[config.mk]
export PLATFORM = sky130hd
export DESIGN_NAME = puf_resp_packer_flat
export DESIGN_NICKNAME = d
export VERILOG_FILES = /design/src/rtl/puf_resp_packer_pkg.sv /design/src/rtl/puf_resp_packer_if.sv /design/src/rtl/puf_resp_packer_cmp.sv /design/src/rtl/puf_resp_packer.sv /design/src/flat_wrapper.sv
export SDC_FILE = /design/constraint.sdc
export NUM_CORES = 1
export LEC_CHECK = 0
export ABC_AREA = 1
export BUFFER_PORTS_ARGS = -buffer_cell sky130_fd_sc_hd__buf_2
export CORE_ASPECT_RATIO = 1.75
export CORE_MARGIN = 2
export CORE_UTILIZATION = 30
export DETAILED_ROUTE_END_ITERATION = 6
export MAX_ROUTING_LAYER = met4
export SYNTH_ARGS = -nofsm -noshare
export SYNTH_HDL_FRONTEND = slang
export SYNTH_SLANG_ARGS = --single-unit
[constraint.sdc]
create_clock -name clk -period 2.7 [get_ports clk]
set_input_delay 0.675 -clock clk [delete_from_list [all_inputs] [get_ports clk]]
set_output_delay 0.675 -clock clk [all_outputs]
set_load 0.1 [all_outputs]
[src/rtl/puf_resp_packer_pkg.sv]
// puf_pkg: shared types and constants for the RO-PUF response packer.
//
// Contents:
//   puf_state_e   - packer state (COLLECT while filling a word, HOLD while
//                   the finished word waits for the consumer)
//   PUF_CNT_W     - default oscillator count width, shared with the counters
//   PUF_RESP_W    - default response bits per word
//   puf_w()       - width helper for bit_idx and unstable_cnt
//
// Optional feature macro used by the files that import this package:
//   PUF_RELIAB_EN - enables the per-bit reliability mask and unstable count.

package puf_pkg;

  typedef enum logic {
    COLLECT = 1'b0,
    HOLD    = 1'b1
  } puf_state_e;

  localparam int PUF_CNT_W  = 8;
  localparam int PUF_RESP_W = 8;

  // Width of a counter that must represent values up to n-1.
  // Clamped to 1 so that a degenerate n still yields a legal vector.
  function automatic int puf_w(input int n);
    return (n < 2) ? 1 : $clog2(n);
  endfunction

endpackage

[src/rtl/puf_resp_packer_if.sv]
// puf_resp_packer_if: pair-in / word-out handshake bundle for the packer.
//
// Parameters: CNT_W (count width), RESP_W (bits per response word).
// Signals:
//   in_valid, in_ready, cnt_a, cnt_b   - count pair stream from the RO counters
//   resp_valid, resp_ready             - response word handshake
//   resp, resp_mask, unstable_cnt      - packed word, unreliable-bit mask, mask popcount
//   bit_idx                            - slot the next accepted pair will fill
// Modports:
//   master - the environment (counters upstream, key/ID consumer downstream)
//   slave  - the packer itself
//
// Macro: none here; PUF_RELIAB_EN only changes what the packer drives onto
// resp_mask and unstable_cnt, not the bundle.

interface puf_resp_packer_if
  import puf_pkg::*;
#(
  parameter int CNT_W  = PUF_CNT_W,
  parameter int RESP_W = PUF_RESP_W
);

  localparam int IDX_W = puf_w(RESP_W);
  localparam int UC_W  = puf_w(RESP_W + 1);

  logic              in_valid;
  logic              in_ready;
  logic [CNT_W-1:0]  cnt_a;
  logic [CNT_W-1:0]  cnt_b;
  logic              resp_valid;
  logic              resp_ready;
  logic [RESP_W-1:0] resp;
  logic [RESP_W-1:0] resp_mask;
  logic [UC_W-1:0]   unstable_cnt;
  logic [IDX_W-1:0]  bit_idx;

  modport master (
    output in_valid, cnt_a, cnt_b, resp_ready,
    input  in_ready, resp_valid, resp, resp_mask, unstable_cnt, bit_idx
  );

  modport slave (
    input  in_valid, cnt_a, cnt_b, resp_ready,
    output in_ready, resp_valid, resp, resp_mask, unstable_cnt, bit_idx
  );

endinterface

[src/rtl/puf_resp_packer_cmp.sv]
// puf_cnt_cmp: combinational comparator for one ring-oscillator count pair.
//
// Parameters: CNT_W (count width).
// Ports:
//   cnt_a, cnt_b - unsigned oscillator counts
//   gt           - 1 when cnt_a is strictly greater than cnt_b (ties give 0)
//   abs_diff     - |cnt_a - cnt_b| in CNT_W+1 bits, present only when
//                  PUF_RELIAB_EN is defined
//
// Macro: PUF_RELIAB_EN adds the abs_diff port and its subtractors.

module puf_cnt_cmp
  import puf_pkg::*;
#(
  parameter int CNT_W = PUF_CNT_W
) (
  input  logic [CNT_W-1:0] cnt_a,
  input  logic [CNT_W-1:0] cnt_b,
  output logic             gt
`ifdef PUF_RELIAB_EN
  ,
  output logic [CNT_W:0]   abs_diff
`endif
);

  assign gt = (cnt_a > cnt_b);

`ifdef PUF_RELIAB_EN
  // Both operands are zero-extended so the larger-minus-smaller subtraction
  // never wraps, even for 0 against the all-ones count.
  assign abs_diff = gt ? ({1'b0, cnt_a} - {1'b0, cnt_b})
                       : ({1'b0, cnt_b} - {1'b0, cnt_a});
`endif

endmodule

[src/rtl/puf_resp_packer.sv]
// puf_resp_packer: packs RO-PUF comparison bits into RESP_W-bit response words.
//
// Parameters: CNT_W (count width), RESP_W (bits per word, 2..64),
//             MARGIN (counts; pairs this close are flagged as unreliable).
// Ports:
//   clk   - system clock, rising edge
//   rst_n - synchronous active-low reset
//   clr   - synchronous abort of any partial or held word
//   bus   - puf_resp_packer_if.slave (pair stream in, response word out)
//
// Each accepted pair writes resp[bit_idx] = (cnt_a > cnt_b). After RESP_W
// accepts the word is held with resp_valid high until the consumer takes it,
// then everything clears and collection restarts at bit 0.
//
// Macro: PUF_RELIAB_EN enables resp_mask / unstable_cnt; otherwise both are 0.

module puf_resp_packer
  import puf_pkg::*;
#(
  parameter int CNT_W  = PUF_CNT_W,
  parameter int RESP_W = PUF_RESP_W,
  parameter int MARGIN = 0
) (
  input logic              clk,
  input logic              rst_n,
  input logic              clr,
  puf_resp_packer_if.slave bus
);

  localparam int               IDX_W    = puf_w(RESP_W);
  localparam int               UC_W     = puf_w(RESP_W + 1);
  localparam logic [IDX_W-1:0] LAST_IDX = IDX_W'(RESP_W - 1);

  // MARGIN is compared against CNT_W-bit counts; a value outside that range
  // would be a configuration mistake, so it is rejected at elaboration.
  if ((MARGIN < 0) || (longint'(MARGIN) >= (longint'(1) << CNT_W))) begin : g_margin_range
    $error("puf_resp_packer: MARGIN does not fit in CNT_W bits");
  end

  puf_state_e        state_q, state_d;
  logic [IDX_W-1:0]  bit_idx_q;
  logic [RESP_W-1:0] resp_q;
  logic              gt;
  logic              accept;
  logic              last;
  logic              drop;

  // in_ready includes rst_n so nothing is accepted while reset is asserted.
  assign bus.in_ready   = (state_q == COLLECT) && rst_n;
  assign bus.resp_valid = (state_q == HOLD);
  assign bus.resp       = resp_q;
  assign bus.bit_idx    = bit_idx_q;

  assign accept = bus.in_valid && bus.in_ready;
  assign last   = (bit_idx_q == LAST_IDX);
  // Abort and consumer handshake have the same effect on the datapath.
  assign drop   = clr || ((state_q == HOLD) && bus.resp_ready);

`ifdef PUF_RELIAB_EN
  logic [CNT_W:0] abs_diff;
`endif

  puf_cnt_cmp #(.CNT_W(CNT_W)) u_cmp (
    .cnt_a    (bus.cnt_a),
    .cnt_b    (bus.cnt_b),
    .gt       (gt)
`ifdef PUF_RELIAB_EN
    ,
    .abs_diff (abs_diff)
`endif
  );

  always_ff @(posedge clk) begin
    if (!rst_n) state_q <= COLLECT;
    else        state_q <= state_d;
  end

  // No HOLD->COLLECT bypass: a word taken this cycle lets in_ready rise next cycle.
  always_comb begin
    state_d = state_q;
    case (state_q)
      COLLECT: if (accept && last)  state_d = HOLD;
      HOLD:    if (bus.resp_ready) state_d = COLLECT;
      default:                     state_d = COLLECT;
    endcase
    if (clr) state_d = COLLECT;
  end

  // Response bits and index: slots above bit_idx remain 0 because every word
  // starts from a cleared register.
  always_ff @(posedge clk) begin
    if (!rst_n || drop) begin
      resp_q    <= '0;
      bit_idx_q <= '0;
    end else if (accept) begin
      resp_q[bit_idx_q] <= gt;
      bit_idx_q         <= last ? '0 : bit_idx_q + IDX_W'(1);
    end
  end

`ifdef PUF_RELIAB_EN
  logic [RESP_W-1:0] mask_q;
  logic [UC_W-1:0]   uc_q;
  logic              weak;

  assign weak = (abs_diff <= (CNT_W + 1)'(MARGIN));

  // unstable_cnt cannot exceed RESP_W since it rises at most once per slot.
  always_ff @(posedge clk) begin
    if (!rst_n || drop) begin
      mask_q <= '0;
      uc_q   <= '0;
    end else if (accept) begin
      mask_q[bit_idx_q] <= weak;
      if (weak) uc_q <= uc_q + UC_W'(1);
    end
  end

  assign bus.resp_mask    = mask_q;
  assign bus.unstable_cnt = uc_q;
`else
  assign bus.resp_mask    = '0;
  assign bus.unstable_cnt = '0;
`endif

endmodule
[src/flat_wrapper.sv]
// flat-port wrapper written by rule: the top's interface ports become plain ports
module puf_resp_packer_flat import puf_pkg::*;
#(
  parameter int CNT_W  = PUF_CNT_W,
  parameter int RESP_W = PUF_RESP_W,
  parameter int MARGIN = 0
)
  (clk, rst_n, clr, bus_in_valid, bus_cnt_a, bus_cnt_b, bus_resp_ready, bus_in_ready, bus_resp_valid, bus_resp, bus_resp_mask, bus_unstable_cnt, bus_bit_idx);
  puf_resp_packer_if #(.CNT_W(CNT_W), .RESP_W(RESP_W)) bus_i ();
  input logic clk;
  input logic rst_n;
  input logic clr;
  input wire logic [$bits(bus_i.in_valid)-1:0] bus_in_valid;
  input wire logic [$bits(bus_i.cnt_a)-1:0] bus_cnt_a;
  input wire logic [$bits(bus_i.cnt_b)-1:0] bus_cnt_b;
  input wire logic [$bits(bus_i.resp_ready)-1:0] bus_resp_ready;
  output wire logic [$bits(bus_i.in_ready)-1:0] bus_in_ready;
  output wire logic [$bits(bus_i.resp_valid)-1:0] bus_resp_valid;
  output wire logic [$bits(bus_i.resp)-1:0] bus_resp;
  output wire logic [$bits(bus_i.resp_mask)-1:0] bus_resp_mask;
  output wire logic [$bits(bus_i.unstable_cnt)-1:0] bus_unstable_cnt;
  output wire logic [$bits(bus_i.bit_idx)-1:0] bus_bit_idx;
  assign bus_i.in_valid = bus_in_valid;
  assign bus_i.cnt_a = bus_cnt_a;
  assign bus_i.cnt_b = bus_cnt_b;
  assign bus_i.resp_ready = bus_resp_ready;
  assign bus_in_ready = bus_i.in_ready;
  assign bus_resp_valid = bus_i.resp_valid;
  assign bus_resp = bus_i.resp;
  assign bus_resp_mask = bus_i.resp_mask;
  assign bus_unstable_cnt = bus_i.unstable_cnt;
  assign bus_bit_idx = bus_i.bit_idx;
  puf_resp_packer #(.CNT_W(CNT_W), .RESP_W(RESP_W), .MARGIN(MARGIN)) u_core (.clk(clk), .rst_n(rst_n), .clr(clr), .bus(bus_i));
endmodule
---- Word-level counts from Yosys, hierarchy flattened ----
Index checks and enable logic that the tools add are counted.
operators by class
  $lt $le $gt $ge ......................... 3
  bitwise operators ....................... 2
  equality and inequality tests ........... 1
  add/subtract/negate cells ............... 1
  shift-type cells ........................ 0
  mux-type cells .......................... 7
  multiply operators ...................... 0
  reduce and logical (&&, ||, !) cells .... 9
  div/mod/pow operators ................... 0
operators with widths
  kind                                                         count
  bitwise mux 8 bit                                            1
  > comparator 8 bit                                           1
  logical AND 1 bit                                            5
  less-than comparator 3 x 4 -> 1 bit (second input constant)  1
  adder 3 x 1 -> 3 bit (second input constant)                 1
  demux 1 bit (select 3 bit)                                   1
  equality test 3 bit (second input constant)                  1
  >= comparator 3 x 1 -> 1 bit (second input constant)         1
  two-way mux 1 bit                                            3
  two-way mux 3 bit                                            1
  logical OR 1 bit                                             2
  inverter 1 bit                                               2
  one-hot mux 1 bit (2 select lines)                           1
  OR reduction 2 bit                                           1
  logical NOT 1 bit                                            1
storage, ports and cells
  output and inout bits ................... 25
  latch bits .............................. 0
  input port bits ......................... 21
  memories kept ........................... 0
  RAM bits ................................ 0
  register bits after elaboration ......... 12
  bits in read-only memories .............. 0

---- Depth between registers and ports, before layout ----
Gate-level depths: netlist of the first run.
  word-level depth ........................ 6
  depth in mapped cells ................... 11

---- Hierarchy ----
A second synthesis of the first run with hierarchy kept.
unflattened totals
  cell total of the unflattened synthesis .. 138
  area total of the unflattened synthesis .. 927.1 um^2
modules (own cells, without submodules)
  module           sequential area each (um^2)  area an instance (um^2)  instances  cells an instance
  puf_resp_packer  240.2                        709.4                    1          102
  puf_cnt_cmp      0.0                          217.7                    1          36

---- Worst setup path before layout of the first run ----
OpenSTA, ideal clock, no wires.
  path type ............................... reg2reg
  start ................................... register u_core.state_q, in the netlist u_core.bus.resp_valid
  end ..................................... register u_core.resp_q[7], in the netlist u_core.bus.resp[7]
  period minus slack after synthesis ...... 2061 ps
  slack ................................... 639 ps
  required time ........................... 2630 ps
  stages on the path, launching flop included .. 8
  library setup time ...................... 70 ps
  data arrival time ....................... 1991 ps
  path through ............................ dfxtp_1 nor2_4 nand2_4 inv_6 nand2_8 o21bai_2 nand2_1 a21oi_1
between the ends
  cells in the longest elaborated chain, start to end .. 3
  elaborated cells between the ends (all ways) .. 6
  classes of those cells .................. bitwise: 1; reduce/logical: 5
RTL lines
  element                        line                   text
  start, declared                puf_resp_packer.sv:40  puf_state_e state_q, state_d;
  start signal, assigned         puf_resp_packer.sv:75  else state_q <= state_d;
  inverter 1 bit                 puf_resp_packer.sv:49  assign bus.in_ready = (state_q == COLLECT) && rst_n;
  logical AND 1 bit              puf_resp_packer.sv:49
  via bus_in_ready               flat_wrapper.sv:17     output wire logic [$bits(bus_i.in_ready)-1:0] bus_in_ready;
  logical AND 1 bit              puf_resp_packer.sv:54  assign accept = bus.in_valid && bus.in_ready;
  end signal, assigned by index  puf_resp_packer.sv:96  resp_q[bit_idx_q] <= gt;
  end, declared                  puf_resp_packer.sv:42  logic [RESP_W-1:0] resp_q;
The timed path passes the listed nets, and every way through them passes these cells.
A chain may end at the register's enable or synchronous reset.

---- Worst setup path after layout of the first run ----
  start ................................... input port rst_n
  end ..................................... output port bus_in_ready
between the ends
  cells in the longest elaborated chain, start to end .. 1
RTL lines
  element            line                   text
  start, declared    flat_wrapper.sv:11     input logic rst_n;
  logical AND 1 bit  puf_resp_packer.sv:49
  end, declared      flat_wrapper.sv:17
No other way between the ends.

==> results.md, run 1 <==
- Slowest-stage cell, CP: buf_2
- Post-synthesis register bit count: 12
- Fmax: 492 MHz
- Gp weighted congestion: between 0.7 and 0.8
- Critical path's largest stage delay: 440 ps
- Max cap viols: 0
- Die H: 77.4 um
- FP Rows: 26
- Setup violators final: 0
- Layout cell share with drive strength beyond 1: around 29%
- Worst skew pair latency: 240 ps
- Area of the multi-input gates: between 500 and 600 sq um
- Setup bufs post-CTS: 0
- Crit path from: rst_n
- Worst hold path class: reg2reg
- I/O Buffers: 33
- Final hold viol count: 0
- Area contributors post-synth: dfxtp_1, ha_1, buf_4
- Post-cts gate resize count: 0
- Gate Count Post-Synth: 126
- First-pass GRT wire length: 3240 um
- H-tree Lvls: 1
- Ratio of final minimum period to clock period: 75.3%
- Fill count: ~320
- CTS tree: built
- Area growth from synthesis to layout: 20.9%
- Sink Count: 12
- Fin crit period: 2030 ps
- Antenna Nets Post-Route: 0
- Reg2Reg Depth: 5
- CTS Buffer Depth: 2
- CTS buffer count: 3
- Pwr dens: approximately 460 nW/um^2
- Synthesized area: 923 sq um
- Total grt overflow: 0
- Most common cell after layout, fill and taps aside: buf_2
- Die W: 45.9 um
- Pre-Repair DR Iteration Count: 4
- Max-slew violations: 0
- Worst Path Class, Setup: in2out
- CTS Hold Bufs: 0
- Average wire per standard cell: between 10 and 15 um
- CTS Root Cell: clkbuf_8
- Hold Path Sink: u_core.bus.bit_idx[2]$_SDFFE_PP0P_
- Final WL: 1930 um
- CP dominant cell by count: buf_2
- Post-synthesis sequential area ratio: 26.0%
- CP Capture Type: primary output
- Diodes inserted: 0
- WHS Path Cells: 2
- Reg-to-reg endpoint: u_core.bus.resp_valid$_SDFF_PP0_
- Drt initial violations: 3
- Lkg Pwr: 0.638 nW
- Initial antenna violation count: 0
- Initial core utilization: 31.5%
- Residual DRC: 0
- Crit path cell chain: buf_2 -> inv_2 -> nor2_4 -> buf_2
- Peak VDD IR: 0.179 mV
- CP required: 2030 ps
- Total die area: 3560 sq um
- Worst Min Path Start: u_core.bus.bit_idx[2]$_SDFFE_PP0P_
- Worst path arrival time: 1360 ps
- Vias per inst: 4.48
- Placeable Area: 2930 sq um
- Vias: 846
- Reg clk slew, reported paths: 50 ps
- R2r setup slk: roughly 1400 ps
- Placed cell areas: 1070 sq um
- Status: complete, no violations
- Startpoint types: primary input
- Largest net degree at the start of global routing: 11
- GRT Total Usage: 12.1%
- Average cell area after synthesis: 7.33 sq um
- Num ports: 46
- RSZ-0062 raised after global routing: no
- Design Area, Final: 1120 sq um
- Worst R2R Start: u_core.bus.bit_idx[0]$_SDFFE_PP0P_
- Skew final: 3.05 ps
- FF/Latch Area: 240 sq um
- Setup tns final: 0 ps
- Synth top area share: 26.0%
- Most frequent cells in the layout: buf_2, inv_1, nand2_1, a21oi_1, nor2_1
- # nets final: ~190
- Count of cell types in the netlist: 24
- Largest area contributor in the netlist: dfxtp_1
- CP max FO: 3
- Detailed Place HPWL: between 1500 and 2000 um
- Vias in the first global route: just over 800
- Ys Warns: 0
==> critical path, delay by kind of cell <==
family	cells	cell delay, ps
and+or+nand+nor	1	100
buffers and inverters	3	580
==> layout make-up <==
cell class | instances | share of cell area [%]
tap | 28 | 3.14
clock buffer | 3 | 3.70
sequential | 12 | 21.5
inverter | 24 | 8.52
timing repair buffer | 33 | 14.8
multi-input combinational | 89 | 48.3
==> flip-flops by register name (all words and copies together), names as in the netlist <==
register,flops
u_core.bus.bit_idx,3
u_core.bus.resp_valid,1
u_core.bus.resp,8
==> cell families (layout without fill, tap and decap cells) <==
kind of cell / count (synthesis) / in the layout / synth area share [%]
AOI/OAI and AO/OA: 25 / 25 / 17.8
adders and majority gates: 10 / 10 / 13.6
buffers and inverters: 36 / 60 / 20.1
DFF: 12 / 12 / 26.0
other: 1 / 12 / 0.406
and+or+nand+nor: 42 / 42 / 22.2
==> metal layers <==
metal  share of wire (%)  GRT usage, %  up-vias
met2                  55          21.9       33
met3                 6.8          1.63        4
met5                   0             -        -
met4                 1.4          5.14        0
met1                  36          11.9      365
li1                    -             -      444
==> how the worst max path moves through the flow <==
stage	to	slack, ps	cells past startpoint
finish	bus_in_ready	670	4
CTS	bus_in_ready	660	4
floorplan	u_core.bus.resp[7]$_SDFFE_PP0P_	640	7
global placement	bus_in_ready	680	4
global route	bus_in_ready	630	4
detailed placement	bus_in_ready	670	4
==> Yosys cell counts <==
cell      instances
inv_6             1
and3_2            1
o21bai_1          3
nand4_1           1
o21bai_2          4
nand2_4           2
clkinv_1          1
buf_4            12
inv_1            21
o21ai_0           2
nand2_1          21
inv_2             1
a21o_1            1
a211oi_1          1
dfxtp_1          12
ha_1             10
o22ai_1           1
nor2_4            1
nand3_1           1
a21oi_1          13
nor3_1            1
nand2_8           1
nor2_1           13
conb_1            1
==> through the flow <==
step	instances	setup slack, ps	power [mW]	hold WS [ps]	util, %
6_report	189	667	0.515	557	38.1
5_1_grt	189	631	0.539	606	38.1
4_1_cts	189	665	0.520	557	38.1
3_5_place_dp	186	665	0.356	552	36.7
3_3_place_gp	186	681	0.352	534	36.7
2_1_floorplan	137	639	0.340	856	-
==> power by group <==
part | switching (mW) | internal, mW
Clock | 0.0648 | 0.0983
Sequential | 0.00337 | 0.180
Combinational | 0.137 | 0.0321
Total | 0.205 | 0.310
Power figures use the tool's default switching activity.
==> run 2, diff against run 1 <==
==> constraint.sdc (replaced) <==
create_clock -name clk -period 2.1 [get_ports clk]
set_input_delay 0.525 -clock clk [delete_from_list [all_inputs] [get_ports clk]]
set_output_delay 0.525 -clock clk [all_outputs]
set_load 0.1 [all_outputs]
==> run 2 against run 1 <==
  * Non-clock buffer count unchanged
  * Clock power up 54%
  * Highest routed layer unchanged
  * Register-to-register slack lost 610 ps
  * Combinational power rose by 28%
  * Clock-buffer cell count increased by 1
==> results.md, run 2 (synthesis gave the netlist of run 1 again) <==
- First-pass GRT wire length: between 3000 and 4000 um
- Status: complete, no violations
- GRT Total Usage: 12.1%
- Antenna Nets Post-Route: 0
- Final WL: 1900 um
- Peak VDD IR: 0.238 mV
- WHS Path Cells: 2
- Worst hold path class: reg2reg
- Crit path cell chain: buf_2
- Worst Path Class, Setup: reg2out
- CTS Buffer Depth: 2
- Max cap viols: 0
- Die H: 77.4 um
- RSZ-0062 raised after global routing: no
- CP Capture Type: primary output
- Diodes inserted: 0
- Worst skew pair latency: roughly 240 ps
- Vias in the first global route: 849
- Placed cell areas: roughly 1100 sq um
- Detailed Place HPWL: 1640 um
- Worst R2R Start: u_core.bus.bit_idx[0]$_SDFFE_PP0P_
- Total grt overflow: 0
- Hold Path Sink: u_core.bus.resp[6]$_SDFFE_PP0P_
- R2r setup slk: 770 ps
- Reg clk slew, reported paths: 50 ps
- Worst path arrival time: approximately 1300 ps
- Final hold viol count: 0
- I/O Buffers: 33
- CP required: 1570 ps
- Pre-Repair DR Iteration Count: 4
- Average wire per standard cell: 9.99 um
- Max-slew violations: 0
- WP depth: 1
- Die W: 45.9 um
- Startpoint types: flop
- Setup violators final: 0
- Sink Count: 12
- Reg-to-reg endpoint: u_core.bus.resp_valid$_SDFF_PP0_
- Gp weighted congestion: 0.803
- Initial antenna violation count: 0
- Worst Min Path Start: u_core.bus.resp[6]$_SDFFE_PP0P_
- Initial core utilization: between 30% and 40%
- Setup bufs post-CTS: 0
- Design Power: 703 uW
- Crit path from: u_core.bus.bit_idx[0]$_SDFFE_PP0P_
- Vias: 874
- Final core occ: around two fifths
- Critical path's largest stage delay: 530 ps
- Slowest-stage cell, CP: dfxtp_1
- CTS Root Cell: clkbuf_8
- Residual DRC: 0
- Largest net degree at the start of global routing: 11
- CTS tree: built
- Final WS setup: 303 ps
- Setup tns final: 0 ps
- Area growth from synthesis to layout: 22.4%
- Post-cts gate resize count: 0
- Most common cell after layout, fill and taps aside: buf_2
- Drt initial violations: 23
- CTS Hold Bufs: 0
- Total die area: 3560 sq um
- Final non-filler cell total: 190
- Layout cell share with drive strength beyond 1: between 20% and 30%
- Fmax: 557 MHz
- # nets final: 194
- Num ports: 46
- Fin crit period: 1800 ps
- H-tree Lvls: 1
- Lkg Pwr: 0.646 nW
- Ratio of final minimum period to clock period: 85.6%
- Vias per inst: 4.60
- Pre-CTS WS: between 300 and 400 ps
- FP Rows: 26
- CP max FO: 6
- CP top delay family: flip-flops
- Buf+Inv Stages, Crit Path: 1
- Most frequent cells in the layout: buf_2, inv_1, nand2_1, a21oi_1, nor2_1
- Fin Hold WS: 551 ps
- Placeable Area: 2930 sq um
- Number of flip-flops in the largest register: 8
- Design Area, Final: 1130 sq um
- Pwr dens: 622 nW/um^2
- CTS buffer count: 3
- Skew final: 1.20 ps
- Reg2Reg Depth: 5
- Post-placement cell count: ~190
run 2: worst max-delay path by stage:
| stage | endpoint |
|---|---|
| 2_1_floorplan | u_core.bus.resp[7]$_SDFFE_PP0P_ |
| 3_3_place_gp | u_core.bus.resp[1]$_SDFFE_PP0P_ |
| 3_5_place_dp | u_core.bus.resp[1]$_SDFFE_PP0P_ |
| 4_1_cts | bus_bit_idx[0] |
| 5_1_grt | bus_bit_idx[0] |
| 6_report | bus_bit_idx[0] |
run 2: final cells by class:
cell class	instances	area, sq um
clock buffers	4	55.1
repair buffers	33	165
inverters	24	95.1
multi-input cells	89	539
flip-flops and latches	12	240
well taps	28	35.0
fillers	335	1800
run 2: power by group:
part	leakage (nW)	switching [mW]	internal [mW]
Clock	0.0288	0.0858	0.166
Sequential	0.0970	0.00431	0.231
Combinational	0.520	0.176	0.0410
run 2: routing by layer:
metal  wire, um  share of wire [%]  track usage (%)
met5          0                  0                -
met4         27                1.4             5.71
met3        114                6.0             1.40
met2       1050                 55             21.3
met1        710                 37             12.5
